<file path="src/rtl/seq_alu_pkg.sv">
// seq_alu_pkg: shared constants for the sequential ALU.
//   - 4-bit ALUOperation encodings (AND..MUL); 1001-1111 are undefined
//     and produce a zero result.
//   - FSM state encoding (IDLE, MUL).
package seq_alu_pkg;

  localparam logic [3:0] OP_AND = 4'b0000;
  localparam logic [3:0] OP_OR  = 4'b0001;
  localparam logic [3:0] OP_NOR = 4'b0010;
  localparam logic [3:0] OP_ADD = 4'b0011;
  localparam logic [3:0] OP_SUB = 4'b0100;
  localparam logic [3:0] OP_SLL = 4'b0101;
  localparam logic [3:0] OP_SRL = 4'b0110;
  localparam logic [3:0] OP_SLT = 4'b0111;
  localparam logic [3:0] OP_MUL = 4'b1000;

  localparam logic [0:0] ST_IDLE = 1'b0;
  localparam logic [0:0] ST_MUL  = 1'b1;

endpackage

</file>
<file path="src/rtl/alu_mul_iter.sv">
// alu_mul_iter: iterative shift-add unsigned multiplier, one bit per cycle.
// Ports:
//   clk     in   rising-edge clock
//   reset   in   asynchronous active-low reset (aborts a run in progress)
//   load    in   capture a/b, clear accumulator and counter, start a run
//   a, b    in   WIDTH-bit operands (only sampled on load)
//   product out  accumulator value including the current iteration; it is
//                the final low-WIDTH product in the cycle done is high
//   done    out  high during the cycle whose edge performs the last iteration
module alu_mul_iter
  import seq_alu_pkg::*;
#(
  parameter int WIDTH = 32
) (
  input  logic             clk,
  input  logic             reset,
  input  logic             load,
  input  logic [WIDTH-1:0] a,
  input  logic [WIDTH-1:0] b,
  output logic [WIDTH-1:0] product,
  output logic             done
);

  localparam int SHW = $clog2(WIDTH);
  localparam logic [SHW-1:0] LAST = SHW'(WIDTH - 1);

  logic [WIDTH-1:0] mcand_q, mcand_d;
  logic [WIDTH-1:0] mplier_q, mplier_d;
  logic [WIDTH-1:0] acc_q, acc_d;
  logic [SHW-1:0]   cnt_q, cnt_d;
  logic             run_q, run_d;
  logic [WIDTH-1:0] acc_step;

  // Accumulator after this cycle's conditional add; exposing it lets the
  // top register the final product on the same edge as the last iteration.
  assign acc_step = mplier_q[0] ? (acc_q + mcand_q) : acc_q;
  assign product  = acc_step;
  assign done     = run_q && (cnt_q == LAST);

  always_comb begin
    mcand_d  = mcand_q;
    mplier_d = mplier_q;
    acc_d    = acc_q;
    cnt_d    = cnt_q;
    run_d    = run_q;
    if (load) begin
      mcand_d  = a;
      mplier_d = b;
      acc_d    = '0;
      cnt_d    = '0;
      run_d    = 1'b1;
    end else if (run_q) begin
      acc_d    = acc_step;
      mcand_d  = mcand_q << 1;
      mplier_d = mplier_q >> 1;
      cnt_d    = cnt_q + SHW'(1);
      if (cnt_q == LAST) begin
        run_d = 1'b0;
      end
    end
  end

  always_ff @(posedge clk or negedge reset) begin
    if (!reset) begin
      mcand_q  <= '0;
      mplier_q <= '0;
      acc_q    <= '0;
      cnt_q    <= '0;
      run_q    <= 1'b0;
    end else begin
      mcand_q  <= mcand_d;
      mplier_q <= mplier_d;
      acc_q    <= acc_d;
      cnt_q    <= cnt_d;
      run_q    <= run_d;
    end
  end

endmodule

</file>
<file path="src/rtl/seq_alu.sv">
// seq_alu: registered ALU with a multi-cycle shift-add multiplier.
// Optional feature macro: SEQ_ALU_OVERFLOW_EN (adds the Overflow output).
// Ports:
//   clk          in   rising-edge clock
//   reset        in   asynchronous active-low reset
//   Start        in   request; sampled only when Busy=0
//   ALUOperation in   4-bit opcode (seq_alu_pkg)
//   A, B         in   WIDTH-bit operands; B[SHW-1:0] is the shift amount
//   Busy         out  high while a MUL is iterating
//   Done         out  one-cycle pulse when ALUResult/Zero were just written
//   Zero         out  registered, 1 when ALUResult==0
//   ALUResult    out  registered result, held until the next completion
//   Overflow     out  (SEQ_ALU_OVERFLOW_EN only) signed overflow of ADD/SUB
//   dbg_state_o  out  current FSM state
// Handshake: a request is taken at a rising edge where Start=1 and Busy=0.
// Non-MUL ops complete on that edge (Done in the following cycle); MUL
// completes WIDTH edges later. Start while Busy=1 is dropped, not queued.
module seq_alu
  import seq_alu_pkg::*;
#(
  parameter int WIDTH = 32
) (
  input  logic             clk,
  input  logic             reset,
  input  logic             Start,
  input  logic [3:0]       ALUOperation,
  input  logic [WIDTH-1:0] A,
  input  logic [WIDTH-1:0] B,
  output logic             Busy,
  output logic             Done,
  output logic             Zero,
  output logic [WIDTH-1:0] ALUResult,
`ifdef SEQ_ALU_OVERFLOW_EN
  output logic             Overflow,
`endif
  output logic [0:0]       dbg_state_o
);

  localparam int SHW = $clog2(WIDTH);

  logic [0:0]       state_q, state_d;
  logic [WIDTH-1:0] res_q, res_d;
  logic             zero_q, zero_d;
  logic             done_q, done_d;
  logic [WIDTH-1:0] op_res, sum, diff, mul_product;
  logic             slt, mul_load, mul_done;

  assign sum  = A + B;
  assign diff = A - B;
  assign slt  = $signed(A) < $signed(B);

  always_comb begin
    op_res = '0;
    case (ALUOperation)
      OP_AND:  op_res = A & B;
      OP_OR:   op_res = A | B;
      OP_NOR:  op_res = ~(A | B);
      OP_ADD:  op_res = sum;
      OP_SUB:  op_res = diff;
      OP_SLL:  op_res = A << B[SHW-1:0];
      OP_SRL:  op_res = A >> B[SHW-1:0];
      OP_SLT:  op_res = {{(WIDTH-1){1'b0}}, slt};
      default: op_res = '0;
    endcase
  end

  assign mul_load = (state_q == ST_IDLE) && Start && (ALUOperation == OP_MUL);

  alu_mul_iter #(.WIDTH(WIDTH)) u_mul (
    .clk     (clk),
    .reset   (reset),
    .load    (mul_load),
    .a       (A),
    .b       (B),
    .product (mul_product),
    .done    (mul_done)
  );

`ifdef SEQ_ALU_OVERFLOW_EN
  logic ovf_q, ovf_d, op_ovf;

  always_comb begin
    op_ovf = 1'b0;
    if (ALUOperation == OP_ADD) begin
      op_ovf = (A[WIDTH-1] == B[WIDTH-1]) && (sum[WIDTH-1] != A[WIDTH-1]);
    end else if (ALUOperation == OP_SUB) begin
      op_ovf = (A[WIDTH-1] != B[WIDTH-1]) && (diff[WIDTH-1] != A[WIDTH-1]);
    end
  end
`endif

  // Zero is computed from the value being written, never from res_q.
  always_comb begin
    state_d = state_q;
    res_d   = res_q;
    zero_d  = zero_q;
    done_d  = 1'b0;
`ifdef SEQ_ALU_OVERFLOW_EN
    ovf_d   = ovf_q;
`endif
    case (state_q)
      ST_IDLE: begin
        if (Start) begin
          if (ALUOperation == OP_MUL) begin
            state_d = ST_MUL;
          end else begin
            res_d  = op_res;
            zero_d = (op_res == '0);
            done_d = 1'b1;
`ifdef SEQ_ALU_OVERFLOW_EN
            ovf_d  = op_ovf;
`endif
          end
        end
      end
      ST_MUL: begin
        if (mul_done) begin
          state_d = ST_IDLE;
          res_d   = mul_product;
          zero_d  = (mul_product == '0);
          done_d  = 1'b1;
`ifdef SEQ_ALU_OVERFLOW_EN
          ovf_d   = 1'b0;
`endif
        end
      end
      default: state_d = ST_IDLE;
    endcase
  end

  always_ff @(posedge clk or negedge reset) begin
    if (!reset) begin
      state_q <= ST_IDLE;
      res_q   <= '0;
      zero_q  <= 1'b1;
      done_q  <= 1'b0;
`ifdef SEQ_ALU_OVERFLOW_EN
      ovf_q   <= 1'b0;
`endif
    end else begin
      state_q <= state_d;
      res_q   <= res_d;
      zero_q  <= zero_d;
      done_q  <= done_d;
`ifdef SEQ_ALU_OVERFLOW_EN
      ovf_q   <= ovf_d;
`endif
    end
  end

  assign Busy        = (state_q == ST_MUL);
  assign Done        = done_q;
  assign Zero        = zero_q;
  assign ALUResult   = res_q;
  assign dbg_state_o = state_q;
`ifdef SEQ_ALU_OVERFLOW_EN
  assign Overflow    = ovf_q;
`endif

endmodule

</file>
<file path="config.mk">
export PLATFORM = sky130hd
export DESIGN_NAME = seq_alu
export DESIGN_NICKNAME = d
export VERILOG_FILES = /design/src/rtl/seq_alu_pkg.sv /design/src/rtl/alu_mul_iter.sv /design/src/rtl/seq_alu.sv
export SDC_FILE = /design/constraint.sdc
export NUM_CORES = 1
export LEC_CHECK = 0
export BUFFER_PORTS_ARGS = -buffer_cell sky130_fd_sc_hd__buf_2
export CAP_MARGIN = 20
export CORE_MARGIN = 4
export CORE_UTILIZATION = 55
export CTS_CLUSTER_DIAMETER = 100
export DETAILED_ROUTE_END_ITERATION = 10
export PLACE_DENSITY = 0.79
export SLEW_MARGIN = 30
export SYNTH_ARGS = -nofsm -noshare
export SYNTH_HDL_FRONTEND = slang
export SYNTH_SLANG_ARGS = --single-unit
</file>
<file path="constraint.sdc">
create_clock -name clk -period 3.75 [get_ports clk]
set_clock_uncertainty 0.1 [all_clocks]
set_input_delay 0.75 -clock clk [delete_from_list [all_inputs] [get_ports clk]]
set_output_delay 0.75 -clock clk [all_outputs]
set_load 0.03 [all_outputs]
</file>
==> qor.yml <==
floorplanning:
  rows: 63
  start_util_pct: 56.37
  fp.dieW_um: 183.2
  die_area_sq_um: 33570
  die_y_um: 183.2
  io_pins: 107
  core_area_sq_um: 29950
routing:
  dr_total_vias: 21421
  first_pass_iters: 6
  first_iter_violations: 2849
  avgViaCountPerCell: 6.881
  drc: 0
  wl_um: 79600
  wl_per_cell_um: 25.57
  detail-route-antenna-nets: 0
worst_setup_path:
  critPathArrivalTime_ps: 4180
  crit_chain: "ha_1 -> a211oi_1 -> o21ai_0 -> a221oi_2 -> nand3_2 -> a311o_1 -> buf_4 -> xor2_1 -> mux2i_1 -> and3_1 -> nand3_1 -> nor4_2 -> buf_4 -> a211o_1"
  crit_top_cell: "buf_4"
  endpoint_kind: "flip-flop"
  cp-start-kind: "flip-flop"
  path_max_fanout: 3
  max_stage_delay_ps: 510
  critical_path_class: "reg -> reg"
  worstPathRequired_ps: 4050
  slowest_stage: "a221oi_2"
grt:
  antenna_found_initial: 1
  grtUsageTotal_pct: 44.70
  grt_max_degree: 126
  grt_overflow_total: 0
  grt_pass1_wl_um: 117700
  grt_pass1_vias: 20494
synthesis:
  ys_seq_area_share_pct: 20.31
  syn_avg_cell_area_sq_um: 7.869
  syn_inst: 2146
  ys_ff_latch: 137
  ys_warn_count: 0
  synth-main-ff-cell: "dfrtp_1"
  synth_nets: 2362
  netlist-cell-type-count: 93
  synth-edff-count: 0
  syn-cell-area_sq_um: 16890
  async_reset_ff_share_pct: 100.0
power_and_ir_drop:
  ir_drop_v: 0.0007836
  p_leak_nw: 10.80
  pwr_density_cell_nw_per_um2: 597.9
final_layout:
  final_area_sq_um: 23270
  layout_common_cells: "buf_4 (569), nand2_1 (203), nor2_1 (185), a21oi_1 (175), o21ai_0 (140)"
  layout_commonest_cell: "buf_4"
  fin_nets: 2925
  drive_gt1_share_pct: 34.46
  n_fill_cell: 2023
  stdcell_count: 3113
  synthToLayoutAreaGrowth_pct: 37.78
timing:
  slew_headroom_pct: 40.76
  fmax_mhz: 257.9
  worst_pin_slew_ps: 888.6
  maxSlewViolCount: 0
  hold_ws_ps: 222.8
  setup_violations: 5
  finalCritPeriodShare_pct: 103.4
  hold_violations: 0
  worst_slack_ps: -127.7
  min_period_ps: 3878
  tns_ps: -373.4
  rsz0062_at_grt: "yes"
placed_design:
  placed_cells: 3061
  placed_area_sq_um: 21800
  hpwl_um: 59590
  gp_congestion: 1.147
  portBuffers: 106
clock_tree:
  root_buffer: "clkbuf_16"
  clk_pin_slew_ps: 70
  cts_tree: "built"
  clockBufferDepth: 2
  hold_buffers: 0
  cts-buffers-inserted: 17
  clkSinkCount: 137
  htreeDepth: 4
  clk_latency_ps: 460
job:
  cap_violations: 0
run_status:
  violations: "negative setup slack"
  status: "complete, but fails checks"
min_path:
  hold_class: "in -> async"
[path summary, 6_finish.rpt]
kind,startpoint,to,slack [ps],cells after the start
min in group clk,ALUResult[1],ALUResult[1],420,1
max reg2reg,u_mul.acc_q[15],Zero,-130,14
min,reset,u_mul.acc_q[4],220,1
min reg2reg,ALUResult[1],ALUResult[1],420,1
max in group asynchronous,reset,u_mul.mplier_q[21],2470,2
max,u_mul.acc_q[15],Zero,-130,14
[cell families (layout without fill, tap and decap cells)]
family                   Yosys count  in the layout  share of synthesized area (%)
AO/OA/AOI/OAI                    737            737                          29.10
XOR/XNOR                          39             39                          2.023
flip-flops                       137            137                          20.31
adder cells (fa/ha/maj)          145            145                          10.88
buffers and inverters            260            836                          6.357
other                              0              1                              0
AND/OR/NAND/NOR                  623            623                          17.14
multiplexers                     205            205                          14.20
[cell type report]
cell class              count  area (sq um)  share of cell area [%]
multi-input cells        1749         13090                   56.27
repair buffers            693          5187                   22.30
flip-flops and latches    137          3433                   14.76
well taps                 390         488.0                   2.097
clock buffers              20         446.7                   1.920
inverters                 111         427.9                   1.839
clock inverters            12         188.9                  0.8120
diodes                      1         2.502                 0.01076
[power by group]
part | leakage (nW) | switching, mW | internal [mW]
combinational | 8.84 | 5.44 | 3.83
clock | 0.306 | 0.778 | 1.14
sequential | 1.65 | 0.566 | 2.16
total | 10.8 | 6.78 | 7.13
[metrics by stage]
step	power (mW)	util, %	setup WS [ps]
2_1_floorplan	7.825	-	-467.8
3_3_place_gp	10.61	72.77	-815.7
3_5_place_dp	11.01	72.77	-892.2
4_1_cts	13.18	75.72	-62.62
5_1_grt	14.56	77.66	-251.7
6_report	13.91	77.67	-127.7
[what timing repair did]
action / in CTS / in global routing
setup buffers: 6 / 13
cloned: 0 / 1
pin swaps: 29 / 38
resized for setup: 44 / 94
endpoints found under the setup margin: 9 / 11
[routing by layer]
metal / track usage (%) / up-vias / wire length, um / part of all wire [%]
met2: 70.58 / 1722 / 35110 / 44
met3: 11.25 / 401 / 9988 / 13
met1: 57.37 / 10137 / 29340 / 37
met5: 0 / - / 0 / 0
met4: 21.60 / 0 / 5160 / 6.5
li1: - / 9161 / - / -
[cells in the mapped netlist (all sizes together), types with 9 or more instances]
master / instances / share of area [%]
o221ai: 40 / 2.1
o22ai: 28 / 1.0
mux2i: 139 / 8.2
nand3: 33 / 0.98
or3: 12 / 0.44
nand2b: 16 / 0.59
o21bai: 10 / 0.44
and3: 16 / 0.59
a221oi: 9 / 0.47
mux2: 43 / 2.9
xnor2: 22 / 1.1
a221o: 9 / 0.53
o21a: 10 / 0.44
dfrtp: 136 / 20
o221a: 13 / 0.87
nand4: 21 / 0.78
and2: 10 / 0.37
xor2: 17 / 0.88
ha: 142 / 11
nor4: 17 / 0.67
a21o: 24 / 1.1
nor3: 47 / 1.4
a22oi: 11 / 0.49
a31oi: 24 / 0.89
a211oi: 69 / 3.1
o31ai: 22 / 1.0
buf: 47 / 1.6
nand2: 205 / 4.6
o21ai: 152 / 4.5
clkbuf: 102 / 2.3
a211o: 10 / 0.52
nor2: 188 / 4.2
or2: 11 / 0.41
mux4: 23 / 3.1
nor2b: 18 / 0.67
o211ai: 28 / 1.3
inv: 107 / 2.4
a21oi: 190 / 5.6
[flip-flops by register name, summed over array words and instances (netlist names)]
register and flops:
u_mul.run_q 1, u_mul.cnt_q 5, ALUResult 32, u_mul.mplier_q 32
Busy 1, Done 1, u_mul.mcand_q 32, Zero 1
u_mul.acc_q 32
[worst max-delay path: cells and delay by family, from the launching register on]
kind	cells	cell delay, ps
fa+ha+maj	1	330
xor+xnor	1	140
flops	1	420
simple gates	4	790
compound gates	5	1500
mux	1	200
buf+inv	2	320
Note: power is estimated with default switching activity, not from simulation.
